`config.mk`:
```
export PLATFORM = sky130hd
export DESIGN_NAME = mc_seq_ctrl_flat
export DESIGN_NICKNAME = d
export VERILOG_FILES = /design/src/rtl/mc_seq_ctrl_pkg.sv /design/src/rtl/mc_seq_ctrl_if.sv /design/src/rtl/mc_seq_ctrl_timeout_cnt.sv /design/src/rtl/mc_seq_ctrl.sv /design/src/flat_wrapper.sv
export SDC_FILE = /design/constraint.sdc
export NUM_CORES = 1
export LEC_CHECK = 0
export CORE_AREA = 8 8 45 47
export CTS_BUF_LIST = sky130_fd_sc_hd__clkbuf_4
export DETAILED_ROUTE_END_ITERATION = 12
export DIE_AREA = 0 0 53 55
export DONT_BUFFER_PORTS = 1
export HOLD_SLACK_MARGIN = 0.06
export PLACE_DENSITY = 0.67
export REMOVE_ABC_BUFFERS = 1
export SLEW_MARGIN = 15
export SYNTH_ARGS = -nofsm -noshare
export SYNTH_HDL_FRONTEND = slang
export SYNTH_SLANG_ARGS = --single-unit
export TNS_END_PERCENT = 20
```
`constraint.sdc`:
```
create_clock -name clk -period 2.1 [get_ports clk]
set_clock_uncertainty 0.15 [all_clocks]
set_input_delay 0.105 -clock clk [delete_from_list [all_inputs] [get_ports clk]]
set_output_delay 0.105 -clock clk [all_outputs]
set_load 0.005 [all_outputs]
```
`src/rtl/mc_seq_ctrl_pkg.sv`:
```
// mc_seq_ctrl_pkg: shared types and constants for the multicycle sequencer.
//   mc_state_t    - sequencer state encoding
//   trap_cause_t  - trap cause code driven on trap_cause
//   OPC_*         - RV32I major opcode constants
//   is_legal_op() - 1 when the opcode is one the core implements
package mc_seq_ctrl_pkg;

  typedef enum logic [2:0] {
    FETCH  = 3'd0,
    F_WAIT = 3'd1,
    DECODE = 3'd2,
    EXEC   = 3'd3,
    MEM    = 3'd4,
    M_WAIT = 3'd5,
    WB     = 3'd6,
    TRAP   = 3'd7
  } mc_state_t;

  typedef enum logic [1:0] {
    TC_NONE    = 2'd0,
    TC_ILLEGAL = 2'd1,
    TC_BUS_TO  = 2'd2
  } trap_cause_t;

  localparam logic [6:0] OPC_OP     = 7'h33;
  localparam logic [6:0] OPC_OP_IMM = 7'h13;
  localparam logic [6:0] OPC_LOAD   = 7'h03;
  localparam logic [6:0] OPC_STORE  = 7'h23;
  localparam logic [6:0] OPC_BRANCH = 7'h63;
  localparam logic [6:0] OPC_JAL    = 7'h6F;
  localparam logic [6:0] OPC_JALR   = 7'h67;
  localparam logic [6:0] OPC_LUI    = 7'h37;
  localparam logic [6:0] OPC_AUIPC  = 7'h17;

  function automatic logic is_legal_op(input logic [6:0] op);
    case (op)
      OPC_OP, OPC_OP_IMM, OPC_LOAD, OPC_STORE, OPC_BRANCH,
      OPC_JAL, OPC_JALR, OPC_LUI, OPC_AUIPC: return 1'b1;
      default:                               return 1'b0;
    endcase
  endfunction

endpackage

```
`src/rtl/mc_seq_ctrl_if.sv`:
```
// mc_seq_ctrl_if: shared instruction/data memory port.
//   mem_req      master->slave  request, held with mem_we/mem_addr_sel stable until mem_gnt
//   mem_we       master->slave  1 = write (store data phase)
//   mem_addr_sel master->slave  0 = PC, 1 = ALU result
//   mem_gnt      slave->master  request accepted in this cycle
//   mem_rvalid   slave->master  read data valid / write acknowledge
// Handshake: a request is accepted in the cycle where mem_req && mem_gnt;
// completion is the first mem_rvalid in or after that cycle. Responses seen
// while no request is outstanding are ignored by the master.
interface mc_seq_ctrl_if;
  logic mem_req;
  logic mem_we;
  logic mem_addr_sel;
  logic mem_gnt;
  logic mem_rvalid;

  modport master (output mem_req, output mem_we, output mem_addr_sel,
                  input  mem_gnt, input  mem_rvalid);
  modport slave  (input  mem_req, input  mem_we, input  mem_addr_sel,
                  output mem_gnt, output mem_rvalid);
endinterface

```
`src/rtl/mc_seq_ctrl_timeout_cnt.sv`:
```
// mc_timeout_cnt: wait-cycle counter for the memory response timeout.
//   clk, rst_n  clock, asynchronous active-low reset
//   i_clr       synchronous clear (priority over i_en)
//   i_en        increment
//   o_expired   counter has reached TIMEOUT_CYCLES-1
module mc_timeout_cnt #(
  parameter int unsigned TIMEOUT_CYCLES = 16
) (
  input  logic clk,
  input  logic rst_n,
  input  logic i_clr,
  input  logic i_en,
  output logic o_expired
);
  localparam int unsigned W = $clog2(TIMEOUT_CYCLES) + 1;
  localparam logic [W-1:0] LIMIT = W'(TIMEOUT_CYCLES - 1);

  logic [W-1:0] r_cnt;

  always_ff @(posedge clk or negedge rst_n) begin
    if (!rst_n)     r_cnt <= '0;
    else if (i_clr) r_cnt <= '0;
    else if (i_en)  r_cnt <= r_cnt + W'(1);
  end

  assign o_expired = (r_cnt == LIMIT);
endmodule

```
`src/rtl/mc_seq_ctrl.sv`:
```
// mc_seq_ctrl: multicycle sequencer (FETCH/DECODE/EXEC/MEM/WB) for the
// simplified RISC-V core, sharing one memory port for fetch and data.
//   clk, rst_n    clock, asynchronous active-low reset
//   run           allow a new fetch (looked at only in FETCH)
//   opcode        opcode of the latched IR
//   reg_wen_dec   register write enable from the control decoder
//   bus           memory port (mc_seq_ctrl_if.master)
//   ir_wen, mdr_wen, rf_wen, pc_wen  datapath strobes
//   retire        one-cycle pulse per completed instruction
//   busy          not idle in FETCH
//   trap, trap_cause  sticky trap and its cause
//   o_dbg_state   current sequencer state
// Optional: MC_INSTRET_CNT_EN adds instret_clr / instret (64-bit retire count).
// Outputs are state decodes; ir_wen/mdr_wen additionally need mem_rvalid.
// In FETCH, mem_req follows run (or a pending un-granted request).
module mc_seq_ctrl
  import mc_seq_ctrl_pkg::*;
#(
  parameter int unsigned TIMEOUT_CYCLES = 16
) (
  input  logic        clk,
  input  logic        rst_n,
  input  logic        run,
  input  logic [6:0]  opcode,
  input  logic        reg_wen_dec,
  mc_seq_ctrl_if.master bus,
  output logic        ir_wen,
  output logic        mdr_wen,
  output logic        rf_wen,
  output logic        pc_wen,
  output logic        retire,
  output logic        busy,
  output logic        trap,
  output logic [1:0]  trap_cause,
  output mc_state_t   o_dbg_state
`ifdef MC_INSTRET_CNT_EN
  ,
  input  logic        instret_clr,
  output logic [63:0] instret
`endif
);

  mc_state_t   r_state, w_next;
  trap_cause_t r_cause, w_cause_nxt;
  logic        r_req_pend;
  logic        w_req, w_we, w_addr_sel;
  logic        w_ir_wen, w_mdr_wen, w_rf_wen, w_pc_wen, w_retire;
  logic        w_cnt_clr, w_cnt_en, w_expired;
  logic        w_is_load, w_is_store;

  assign w_is_load  = (opcode == OPC_LOAD);
  assign w_is_store = (opcode == OPC_STORE);

  mc_timeout_cnt #(.TIMEOUT_CYCLES(TIMEOUT_CYCLES)) u_to_cnt (
    .clk      (clk),
    .rst_n    (rst_n),
    .i_clr    (w_cnt_clr),
    .i_en     (w_cnt_en),
    .o_expired(w_expired)
  );

  always_ff @(posedge clk or negedge rst_n) begin
    if (!rst_n) begin
      r_state    <= FETCH;
      r_cause    <= TC_NONE;
      r_req_pend <= 1'b0;
    end else begin
      r_state    <= w_next;
      r_cause    <= w_cause_nxt;
      // Keeps a fetch request alive if run drops before the grant.
      r_req_pend <= (r_state == FETCH) && w_req && !bus.mem_gnt;
    end
  end

  always_comb begin
    w_next      = r_state;
    w_cause_nxt = r_cause;
    w_req       = 1'b0;
    w_we        = 1'b0;
    w_addr_sel  = 1'b0;
    w_ir_wen    = 1'b0;
    w_mdr_wen   = 1'b0;
    w_rf_wen    = 1'b0;
    w_pc_wen    = 1'b0;
    w_retire    = 1'b0;
    w_cnt_clr   = 1'b1;
    w_cnt_en    = 1'b0;
    case (r_state)
      FETCH: begin
        w_req = run || r_req_pend;
        if (w_req && bus.mem_gnt) begin
          if (bus.mem_rvalid) begin
            w_ir_wen = 1'b1;
            w_next   = DECODE;
          end else begin
            w_next   = F_WAIT;
          end
        end
      end
      F_WAIT: begin
        w_cnt_clr = 1'b0;
        // rvalid in the limit cycle still completes the fetch.
        if (bus.mem_rvalid) begin
          w_ir_wen  = 1'b1;
          w_cnt_clr = 1'b1;
          w_next    = DECODE;
        end else if (w_expired) begin
          w_cause_nxt = TC_BUS_TO;
          w_next      = TRAP;
        end else begin
          w_cnt_en = 1'b1;
        end
      end
      DECODE: begin
        if (is_legal_op(opcode)) begin
          w_next = EXEC;
        end else begin
          w_cause_nxt = TC_ILLEGAL;
          w_next      = TRAP;
        end
      end
      EXEC: w_next = (w_is_load || w_is_store) ? MEM : WB;
      MEM: begin
        w_req      = 1'b1;
        w_addr_sel = 1'b1;
        w_we       = w_is_store;
        if (bus.mem_gnt) begin
          if (bus.mem_rvalid) begin
            w_mdr_wen = w_is_load;
            w_next    = WB;
          end else begin
            w_next    = M_WAIT;
          end
        end
      end
      M_WAIT: begin
        w_cnt_clr = 1'b0;
        if (bus.mem_rvalid) begin
          w_mdr_wen = w_is_load;
          w_cnt_clr = 1'b1;
          w_next    = WB;
        end else if (w_expired) begin
          w_cause_nxt = TC_BUS_TO;
          w_next      = TRAP;
        end else begin
          w_cnt_en = 1'b1;
        end
      end
      WB: begin
        w_rf_wen = reg_wen_dec;
        w_pc_wen = 1'b1;
        w_retire = 1'b1;
        w_next   = FETCH;
      end
      TRAP:    w_next = TRAP;
      default: w_next = FETCH;
    endcase
  end

  assign bus.mem_req      = w_req;
  assign bus.mem_we       = w_we;
  assign bus.mem_addr_sel = w_addr_sel;
  assign ir_wen           = w_ir_wen;
  assign mdr_wen          = w_mdr_wen;
  assign rf_wen           = w_rf_wen;
  assign pc_wen           = w_pc_wen;
  assign retire           = w_retire;
  assign busy             = (r_state != FETCH) || w_req;
  assign trap             = (r_state == TRAP);
  assign trap_cause       = r_cause;
  assign o_dbg_state      = r_state;

`ifdef MC_INSTRET_CNT_EN
  logic [63:0] r_instret;
  always_ff @(posedge clk or negedge rst_n) begin
    if (!rst_n)           r_instret <= '0;
    else if (instret_clr) r_instret <= '0;
    else if (w_retire)    r_instret <= r_instret + 64'd1;
  end
  assign instret = r_instret;
`endif

endmodule

```
`src/flat_wrapper.sv`:
```
// flat-port wrapper written by rule: the top's interface ports become plain ports
module mc_seq_ctrl_flat import mc_seq_ctrl_pkg::*;
#(
  parameter int unsigned TIMEOUT_CYCLES = 16
)
  (clk, rst_n, run, opcode, reg_wen_dec, ir_wen, mdr_wen, rf_wen, pc_wen, retire, busy, trap, trap_cause, o_dbg_state, bus_mem_req, bus_mem_we, bus_mem_addr_sel, bus_mem_gnt, bus_mem_rvalid);
  mc_seq_ctrl_if bus_i ();
  input  logic clk;
  input  logic rst_n;
  input  logic run;
  input  logic [6:0] opcode;
  input  logic reg_wen_dec;
  output logic ir_wen;
  output logic mdr_wen;
  output logic rf_wen;
  output logic pc_wen;
  output logic retire;
  output logic busy;
  output logic trap;
  output logic [1:0] trap_cause;
  output mc_state_t o_dbg_state;
  output wire logic [$bits(bus_i.mem_req)-1:0] bus_mem_req;
  output wire logic [$bits(bus_i.mem_we)-1:0] bus_mem_we;
  output wire logic [$bits(bus_i.mem_addr_sel)-1:0] bus_mem_addr_sel;
  input wire logic [$bits(bus_i.mem_gnt)-1:0] bus_mem_gnt;
  input wire logic [$bits(bus_i.mem_rvalid)-1:0] bus_mem_rvalid;
  assign bus_mem_req = bus_i.mem_req;
  assign bus_mem_we = bus_i.mem_we;
  assign bus_mem_addr_sel = bus_i.mem_addr_sel;
  assign bus_i.mem_gnt = bus_mem_gnt;
  assign bus_i.mem_rvalid = bus_mem_rvalid;
  mc_seq_ctrl #(.TIMEOUT_CYCLES(TIMEOUT_CYCLES)) u_core (.clk(clk), .rst_n(rst_n), .run(run), .opcode(opcode), .reg_wen_dec(reg_wen_dec), .bus(bus_i), .ir_wen(ir_wen), .mdr_wen(mdr_wen), .rf_wen(rf_wen), .pc_wen(pc_wen), .retire(retire), .busy(busy), .trap(trap), .trap_cause(trap_cause), .o_dbg_state(o_dbg_state));
endmodule
```
==> results_dict.tcl, run 1 <==
set metrics [dict create \
    n_fill_cell 127 \
    clk_pin_slew_ps 70 \
    startpoint "u_core.u_to_cnt.r_cnt[0]$_DFFE_PN0P_" \
    cts-resized-gates 0 \
    timing.final.ws_setup_ps 225 \
    drcViolationCount 0 \
    reg2reg_from "u_core.u_to_cnt.r_cnt[0]$_DFFE_PN0P_" \
    final_util_pct 56.8 \
    postCtsHoldBufs 6 \
    grt_pass1_vias 671 \
    critical_path_class "register to register" \
    comb_power_share_pct 35.4 \
    dpl_cell_area_sq_um 696 \
    switching_share_pct 39.6 \
    fin_crit_sh_pct 89.3 \
    htree_levels 1 \
    root_buffer "clkbuf_4" \
    io_pins 28 \
    r2r_slack_ps 220 \
    grtUsageTotal_pct 13.0 \
    worstRegToRegCells 6 \
    core_sq_mm 0.00138 \
    antenna_found_initial 0 \
    slowest_delay_ps 410 \
    worstPathMaxFanout 8 \
    antenna_left 0 \
    yosysSeqAreaShare_pct 39.6 \
    pre_cts_slack_ps 285 \
    grt_max_degree 18 \
    grt_overflow 0 \
    hpwl_um 1240 \
    ys.flop_type "dfrtp_1" \
    p_switching_w 0.000315 \
    fmax_ghz 0.533 \
    slew_viol_final 0 \
    slew_headroom_pct 62.5 \
    synth_edf_count 0 \
    setup_viol 0 \
    cts_tree "yes" \
    initial_utilization_pct 50.2 \
    tritoncts_num_sinks 11 \
    cp-end-kind "register" \
    r2r-end "u_core.trap_cause[1]$_DFFE_PN0P_" \
    routabilityCongestion 0.673 \
    std_cell_rows 14 \
    cts_max_path_buffers 2 \
    fin_area_sq_um 786 \
    antennaDiodeCount 0 \
    clock_power_share_pct 19.5 \
    synth.yosys.warnings 0 \
    dr.pass1.iters 4 \
    io_buffers 0 \
    numCtsBuffers 3 \
    vias 619 \
    synthesis.area_sq_um 694 \
    worstMarginPinSlew_ps 548 \
    async_flop_share_pct 100 \
    crit_arrival_ps 1840 \
    drt_wl_total_um 1670 \
    start_kind "register" \
    ys_types 33 \
    grt_first_pass_wirelength_um 2820 \
    final_common_cell "dfrtp_1" \
    die_width_um 53 \
    die_y_um 55 \
    mostFrequentLayoutCells "11 x dfrtp_1, 10 x nor2_1, 6 x dlygate4sd3_1" \
    layout-drive-gt1-share_pct 7.14 \
    critPathSlowestCell "dfrtp_1" \
    rsz0062_at_grt "no" \
    hold_class "input port to asynchronous set/reset pin" \
    status "finished, final reports clean" \
    max_cap_viol_count 0 \
    powerDensity_mw_per_mm2 1010 \
    syn_to_final_growth_pct 13.2 \
    syn_avg_cell_area_sq_um 8.90 \
    crit_chain "ha_1 -> and3_1 -> ha_1 -> and3_1 -> o21bai_1 -> o21ai_0" \
    die_area_sq_mm 0.00292 \
    wl_per_cell_um 16.7 \
    p_seq_share_pct 45.1 \
    vdd_drop_max_v 0.000560 \
    p_leak_nw 0.349 \
    final-hold-violation-count 0 \
    synthCells 78 \
    intPower_w 0.000481 \
    drtIter0Drc 8 \
    clk_latency_ps 260 \
    post-cts-setup-buffers 0 \
    synth-seq-cells 11 \
    setup-tns-final_ps 0 \
    routed_via_density 6.19 \
    critical_path_required_ps 2070 \
    nets 100 \
    finalCriticalPeriod_ps 1880 \
]
==> per-layer routing <==
metal,global-route usage (%),wire length (um)
met2,23.0,829
met1,12.7,680
met3,4.01,123
met4,9.05,36
met5,0,0
==> power groups by stage <==
stage / clock network [W] / logic, W / registers [W]
6_report: 0.000156 / 0.000282 / 0.000359
5_1_grt: 0.000171 / 0.000319 / 0.000373
4_1_cts: 0.000158 / 0.000281 / 0.000359
3_5_place_dp: 0 / 0.000265 / 0.000364
3_3_place_gp: 0 / 0.000263 / 0.000363
2_1_floorplan: 0 / 0.000191 / 0.000354
==> registers in the layout, summed over array words and instances, names as in the netlist <==
register               cells
u_core.r_req_pend          1
u_core.o_dbg_state         3
u_core.trap_cause          2
u_core.u_to_cnt.r_cnt      5
==> critical path: cells and delay by family, from the launching register on <==
family,cells,cell delay [ps]
AOI/OAI and AO/OA,2,260
adders and majority gates,2,490
DFF,1,410
and+or+nand+nor,2,430
==> metrics by stage <==
step	hold WS, ps	cells	total power [W]
final	86.9	100	0.000796
after detailed placement	-340	90	0.000629
after global placement	-340	90	0.000626
after global routing	114	100	0.000863
after floorplan	-341	73	0.000545
after CTS	104	100	0.000799
==> area by class of cell <==
type	instances	area (sq um)	share of cell area [%]
flip-flops and latches	11	275	35.0
repair buffers	7	67.6	8.60
inverters	4	15.0	1.91
clock buffers	4	30.0	3.82
multi-input cells	58	378	48.1
well taps	16	20.0	2.55
==> logic make-up after synthesis <==
| kind of cell | share of synthesized area [%] |
|---|---|
| and+or+nand+nor | 28.5 |
| AOI/OAI and AO/OA | 17.1 |
| DFF | 39.6 |
| buffers and inverters | 5.94 |
| xor gates and xnor gates | 3.78 |
| adders and majority gates | 3.60 |
| muxes | 1.44 |
==> Yosys cell counts (all sizes together) (3+ instances only) <==
cell | count | share of area (%)
nor2b | 3 | 2.7
inv | 4 | 2.2
dfrtp | 11 | 40
nor2 | 10 | 5.4
clkbuf | 3 | 1.6
o21ai | 3 | 2.2
nand2 | 3 | 1.6
nor3b | 3 | 3.2
and3 | 5 | 4.5
==> how the worst max path moves through the flow <==
stage,endpoint,slack (ps),cells after the start
4_1_cts,u_core.o_dbg_state[2]$_DFFE_PN0P_,260,5
3_3_place_gp,u_core.o_dbg_state[2]$_DFFE_PN0P_,330,5
2_1_floorplan,u_core.o_dbg_state[2]$_DFFE_PN0P_,370,5
6_report,u_core.trap_cause[1]$_DFFE_PN0P_,220,6
5_1_grt,u_core.trap_cause[1]$_DFFE_PN0P_,120,6
3_5_place_dp,u_core.o_dbg_state[2]$_DFFE_PN0P_,280,5
No activity file was read; power rests on OpenSTA's default activity.
==> run 2, diff against run 1 <==
--- a/config.mk
+++ b/config.mk
@@ -5,14 +5,14 @@
 export SDC_FILE = /design/constraint.sdc
 export NUM_CORES = 1
 export LEC_CHECK = 0
-export CORE_AREA = 8 8 45 47
+export ABC_AREA = 1
+export CORE_MARGIN = 8
+export CORE_UTILIZATION = 55
 export CTS_BUF_LIST = sky130_fd_sc_hd__clkbuf_4
 export DETAILED_ROUTE_END_ITERATION = 12
-export DIE_AREA = 0 0 53 55
 export DONT_BUFFER_PORTS = 1
 export HOLD_SLACK_MARGIN = 0.06
-export PLACE_DENSITY = 0.67
-export REMOVE_ABC_BUFFERS = 1
+export PLACE_DENSITY = 0.7
 export SLEW_MARGIN = 15
 export SYNTH_ARGS = -nofsm -noshare
 export SYNTH_HDL_FRONTEND = slang
==> results_dict.tcl, run 2 <==
set metrics [dict create \
    cp-end-kind "register" \
    reg2reg_from "u_core.u_to_cnt.r_cnt[0]$_DFFE_PN0P_" \
    rsz0062_at_grt "no" \
    intPower_w 0.000463 \
    ys_types 24 \
    io_pins 28 \
    grt_max_degree 12 \
    drcViolationCount 0 \
    mostFrequentLayoutCells "17 x nand2_1, 16 x inv_1, 14 x nor2_1" \
    slew_headroom_pct 67.3 \
    cts-resized-gates 0 \
    hpwl_um 1280 \
    status "finished, final reports clean" \
    ys.flop_type "dfrtp_1" \
    crit_arrival_ps 1930 \
    antenna_left 0 \
    syn_avg_cell_area_sq_um 7.19 \
    grt_overflow 0 \
    clock_power_share_pct 19.1 \
    yosysSeqAreaShare_pct 38.3 \
    largest_reg_flops 5 \
    die_width_um 52.2 \
    fin_crit_sh_pct 88.6 \
    switching_share_pct 45.1 \
    setup-tns-final_ps 0 \
    drtIter0Drc 21 \
    grt_use_met1_pct 15.3 \
    hold_class "input port to asynchronous set/reset pin" \
    cp_common_cell "inv_1" \
    drt_wl_total_um 1750 \
    slowest_delay_ps 410 \
    synth_top_cells_by_count "17 x nand2_1, 16 x inv_1, 14 x nor2_1, 11 x dfrtp_1, 7 x a21oi_1" \
    cts_tree "yes" \
    comb_power_share_pct 39.9 \
    grtUsageTotal_pct 13.7 \
    setup_viol 0 \
    worstPathMaxFanout 8 \
    post-cts-setup-buffers 0 \
    htree_levels 1 \
    vias 676 \
    start_kind "register" \
    critPathSlowestCell "dfrtp_1" \
    synthCells 100 \
    tritoncts_num_sinks 11 \
    syn_to_final_growth_pct 13.9 \
    crit_chain "ha_1 -> inv_1 -> nor3_1 -> ha_1 -> inv_1 -> a21oi_1 -> a21oi_1 -> nand3_1 -> nand2_1 -> inv_1" \
    dr.pass1.iters 4 \
    seqCellArea_sq_um 275 \
    wl_per_cell_um 14.1 \
    p_leak_nw 0.404 \
    die_y_um 52.2 \
    grt_use_met3_pct 6.27 \
    grtUsageMet2_pct 22.4 \
    clk_latency_ps 270 \
    final-hold-violation-count 0 \
    synth.top_cell.area_share_pct 38.3 \
    p_switching_w 0.000380 \
    n_fill_cell 121 \
    fmax_ghz 0.537 \
    pre_cts_slack_ps 267 \
    final_common_cell "nand2_1" \
    postCtsHoldBufs 7 \
    routabilityCongestion 0.795 \
    synth_edf_count 0 \
    async_flop_share_pct 100 \
    synth_most_common_cell "nand2_1" \
    syn_nets 115 \
    nets 125 \
    io_buffers 0 \
    multi_input_area_sq_um 352 \
    routed_via_density 5.45 \
    cts_max_path_buffers 2 \
    synth_area_leaders "dfrtp_1 38%, nand2_1 8.9%, inv_1 8.3%" \
    antennaDiodeCount 0 \
    root_buffer "clkbuf_4" \
    busiest_layer "met2" \
    finalCriticalPeriod_ps 1860 \
    slew_viol_final 0 \
    die_area_sq_mm 0.00272 \
    max_cap_viol_count 0 \
    timing.final.ws_setup_ps 239 \
    numCtsBuffers 3 \
    yosys.area.top_type "dfrtp_1" \
    regMostFlops "u_core.u_to_cnt.r_cnt" \
    critical_path_required_ps 2170 \
    startpoint "u_core.u_to_cnt.r_cnt[0]$_DFFE_PN0P_" \
    powerDensity_mw_per_mm2 1030 \
    synth.yosys.warnings 0 \
    grt_first_pass_wirelength_um 2810 \
    worstMarginPinSlew_ps 489 \
    initial_utilization_pct 56.7 \
    clk_pin_slew_ps 80 \
    p_seq_share_pct 41.1 \
    synth-seq-cells 11 \
    antenna_found_initial 0 \
    synthesis.area_sq_um 719 \
    layout-drive-gt1-share_pct 11.9 \
    core_sq_mm 0.00127 \
    grt_pass1_vias 609 \
    vdd_drop_max_v 0.000665 \
    std_cell_rows 13 \
    critical_path_class "register to register" \
]
-- run 2: kinds of logic after synthesis --
group                    share of synthesized area [%]
AND/OR/NAND/NOR                                   35.0
adder cells (fa/ha/maj)                           3.48
buffers and inverters                             12.9
flip-flops                                        38.3
AO/OA/AOI/OAI                                     9.22
XOR/XNOR                                          1.22
-- run 2: routing by layer --
| metal | share of wire (%) | wire length (um) |
|---|---|---|
| met5 | 0 | 0 |
| met4 | 1.7 | 29 |
| met3 | 8.3 | 144 |
| met2 | 49 | 850 |
| met1 | 41 | 720 |
-- run 2: path summary, 6_finish.rpt --
kind / to / slack (ps) / cells after the start
max: u_core.o_dbg_state[1]$_DFFE_PN0P_ / 240 / 10
min: u_core.trap_cause[1]$_DFFE_PN0P_ / 80 / 1
max reg2reg: u_core.o_dbg_state[1]$_DFFE_PN0P_ / 240 / 10
min reg2reg: u_core.u_to_cnt.r_cnt[4]$_DFFE_PN0P_ / 370 / 2
max in group asynchronous: u_core.u_to_cnt.r_cnt[0]$_DFFE_PN0P_ / 1390 / 1
min in group clk: u_core.o_dbg_state[1]$_DFFE_PN0P_ / 150 / 6
-- run 2: final cells by class --
class,instances,area share [%]
multi-input cells,68,42.9
well taps,15,2.29
flip-flops and latches,11,33.6
inverters,19,9.01
repair buffers,7,8.55
clock buffers,4,3.66
-- run 2: stage by stage --
step                instance area [sq um]  power, W  cells  hold WS [ps]  utilization [%]
global placement                      719  0.000656    113          -340             56.7
finish                                820  0.000844    124          78.7             64.6
CTS                                   820  0.000849    124           105             64.6
global route                          820  0.000919    124           123             64.6
floorplan                             719  0.000600    100          -341                -
detailed placement                    719  0.000666    113          -340             56.7
-- run 2: power by group through the flow --
stage	sequential [W]	combinational, W	clock (W)
floorplan	0.000324	0.000275	0
global placement	0.000345	0.000311	0
detailed placement	0.000348	0.000318	0
CTS	0.000345	0.000339	0.000164
global route	0.000354	0.000383	0.000182
finish	0.000346	0.000336	0.000161
-- run 2: worst max-delay path, delay by kind of cell, from the launching register on --
kind                       cells  cell delay, ps
adders and majority gates      2             540
and+or+nand+nor                3             260
AOI/OAI and AO/OA              2             220
buffers and inverters          3             240
DFF                            1             410
==> run 3, diff against run 2 <==
--- a/config.mk
+++ b/config.mk
@@ -6,13 +6,16 @@
 export NUM_CORES = 1
 export LEC_CHECK = 0
 export ABC_AREA = 1
-export CORE_MARGIN = 8
-export CORE_UTILIZATION = 55
+export CELL_PAD_IN_SITES_DETAIL_PLACEMENT = 0
+export CELL_PAD_IN_SITES_GLOBAL_PLACEMENT = 2
+export CORE_ASPECT_RATIO = 0.7
+export CORE_MARGIN = 3
+export CORE_UTILIZATION = 33
 export CTS_BUF_LIST = sky130_fd_sc_hd__clkbuf_4
 export DETAILED_ROUTE_END_ITERATION = 12
 export DONT_BUFFER_PORTS = 1
 export HOLD_SLACK_MARGIN = 0.06
-export PLACE_DENSITY = 0.7
+export PLACE_DENSITY_LB_ADDON = 0.1
 export SLEW_MARGIN = 15
 export SYNTH_ARGS = -nofsm -noshare
 export SYNTH_HDL_FRONTEND = slang
==> results_dict.tcl, run 3 (synthesized netlist as in run 2, its figures left out) <==
set metrics [dict create \
    status "finished, final reports clean" \
    vdd_drop_max_v 0.000364 \
    mostFrequentLayoutCells "17 x nand2_1, 16 x inv_1, 14 x nor2_1" \
    holdWs_ps 88.5 \
    cp_common_cell "inv_1" \
    syn_to_final_growth_pct 15.8 \
    worstPathMaxFanout 8 \
    drt_wl_total_um 1660 \
    critical_path_class "register to register" \
    slew_viol_final 0 \
    setup_viol 0 \
    worstMarginPinSlew_ps 505 \
    clk_latency_ps 270 \
    drcViolationCount 0 \
    cts_tree "yes" \
    grtUsageTotal_pct 13.9 \
    die_area_sq_mm 0.00279 \
    io_pins 28 \
    grt_first_pass_wirelength_um 2800 \
    htree_levels 1 \
    setup-tns-final_ps 0 \
    rsz0062_at_grt "no" \
    path_depth 10 \
    regMostFlops "u_core.u_to_cnt.r_cnt" \
    std_cell_rows 13 \
    antenna_left 0 \
    post-cts-setup-buffers 0 \
    finalCriticalPeriod_ps 1840 \
    hold_class "input port to asynchronous set/reset pin" \
    drtIter0Drc 27 \
    layout-drive-gt1-share_pct 12.8 \
    largest_reg_flops 5 \
    core_sq_mm 0.00195 \
    crit_arrival_ps 1900 \
    grt_overflow 0 \
    die_width_um 61.8 \
    switching_share_pct 44.9 \
    initial_utilization_pct 36.9 \
    p_seq_share_pct 41.0 \
    vias 642 \
    comb_power_share_pct 40.5 \
    crit_chain "ha_1 -> inv_1 -> nor3_1 -> ha_1 -> inv_1 -> a21oi_1 -> a21oi_1 -> nand3_1 -> nand2_1 -> inv_1" \
    clock_power_share_pct 18.5 \
    slowest_delay_ps 380 \
    io_buffers 0 \
    wl_per_cell_um 12.7 \
    start_kind "register" \
    r2r-end "u_core.o_dbg_state[1]$_DFFE_PN0P_" \
    grt_max_degree 12 \
    antennaDiodeCount 0 \
    die_y_um 45.1 \
    p_leak_nw 0.405 \
    p_switching_w 0.000379 \
    timing.final.ws_setup_ps 262 \
    dr.pass1.iters 3 \
    clk_pin_slew_ps 70 \
    antenna_found_initial 0 \
    slew_headroom_pct 66.2 \
    intPower_w 0.000465 \
    critical_path_required_ps 2160 \
    critPathSlowestCell "dfrtp_1" \
    r2r_slack_ps 260 \
    cp-endpoint "u_core.o_dbg_state[1]$_DFFE_PN0P_" \
    startpoint "u_core.u_to_cnt.r_cnt[0]$_DFFE_PN0P_" \
    crit_family "adder cells" \
    worstRegToRegCells 10 \
    tritoncts_num_sinks 11 \
    cp-end-kind "register" \
    n_fill_cell 215 \
    routed_via_density 4.90 \
    critPathBufInv 3 \
    final-hold-violation-count 0 \
    fmax_ghz 0.544 \
    pre_cts_slack_ps 249 \
    cts_max_path_buffers 2 \
    numCtsBuffers 3 \
    hpwl_um 1330 \
    root_buffer "clkbuf_4" \
    routabilityCongestion 0.756 \
    fin_crit_sh_pct 87.5 \
    max_cap_viol_count 0 \
    final_common_cell "nand2_1" \
    reg2reg_from "u_core.u_to_cnt.r_cnt[0]$_DFFE_PN0P_" \
    nets 125 \
    powerDensity_mw_per_mm2 1010 \
    grt_pass1_vias 604 \
]
run 3: worst register-to-register path: stages, from the launching register on:
cell     delay, ps
dfrtp_1        380
ha_1           180
inv_1           50
nor3_1         140
ha_1           350
inv_1          160
a21oi_1        170
a21oi_1         50
nand3_1         70
nand2_1         50
inv_1           40
run 3: power by group through the flow:
stage / combinational [W] / clock [W] / sequential (W)
finish: 0.000342 / 0.000156 / 0.000346
detailed placement: 0.000321 / 0 / 0.000347
global placement: 0.000328 / 0 / 0.000351
floorplan: 0.000275 / 0 / 0.000324
global route: 0.000403 / 0.000178 / 0.000357
CTS: 0.000342 / 0.000166 / 0.000342
run 3: what timing repair did:
action | 4_1_cts | 5_1_grt
gates resized for setup | 0 | 1
hold endpoints to repair | 22 | 0
hold buffers | 7 | 0
setup endpoints to repair | 0 | 1
run 3: metal layers:
layer	vias to the layer above	wire, um	track usage, %
li1	337	-	-
met1	284	892	20.5
met2	19	644	17.7
met3	2	116	7.43
met4	0	7	2.54
met5	-	0	0
run 3: metrics by stage:
step / power (W) / cell area [sq um] / utilization (%) / instances
2_1_floorplan: 0.000600 / 719 / - / 100
3_3_place_gp: 0.000678 / 728 / 37.3 / 120
3_5_place_dp: 0.000668 / 728 / 37.3 / 120
4_1_cts: 0.000850 / 828 / 42.4 / 131
5_1_grt: 0.000938 / 833 / 42.7 / 131
6_report: 0.000844 / 833 / 42.7 / 131
run 3: how the worst min path moves through the flow:
stage,start,endpoint,slack [ps],cells past startpoint
after detailed placement,rst_n,u_core.o_dbg_state[2]$_DFFE_PN0P_,-340,0
after floorplan,rst_n,u_core.o_dbg_state[0]$_DFFE_PN0P_,-340,0
after global placement,rst_n,u_core.r_req_pend$_DFF_PN0_,-340,0
final,rst_n,u_core.o_dbg_state[2]$_DFFE_PN0P_,90,1
after global routing,rst_n,u_core.r_req_pend$_DFF_PN0_,110,1
after CTS,rst_n,u_core.o_dbg_state[2]$_DFFE_PN0P_,90,1
run 3: final cells by class:
| cell class | count | area [sq um] | share of cell area [%] |
|---|---|---|---|
| Clock buffer | 4 | 30.0 | 3.60 |
| Multi-Input combinational cell | 68 | 357 | 42.8 |
| Timing Repair Buffer | 7 | 70.1 | 8.41 |
| Inverter | 19 | 73.8 | 8.86 |
| Tap cell | 22 | 27.5 | 3.30 |
| Sequential cell | 11 | 275 | 33.0 |
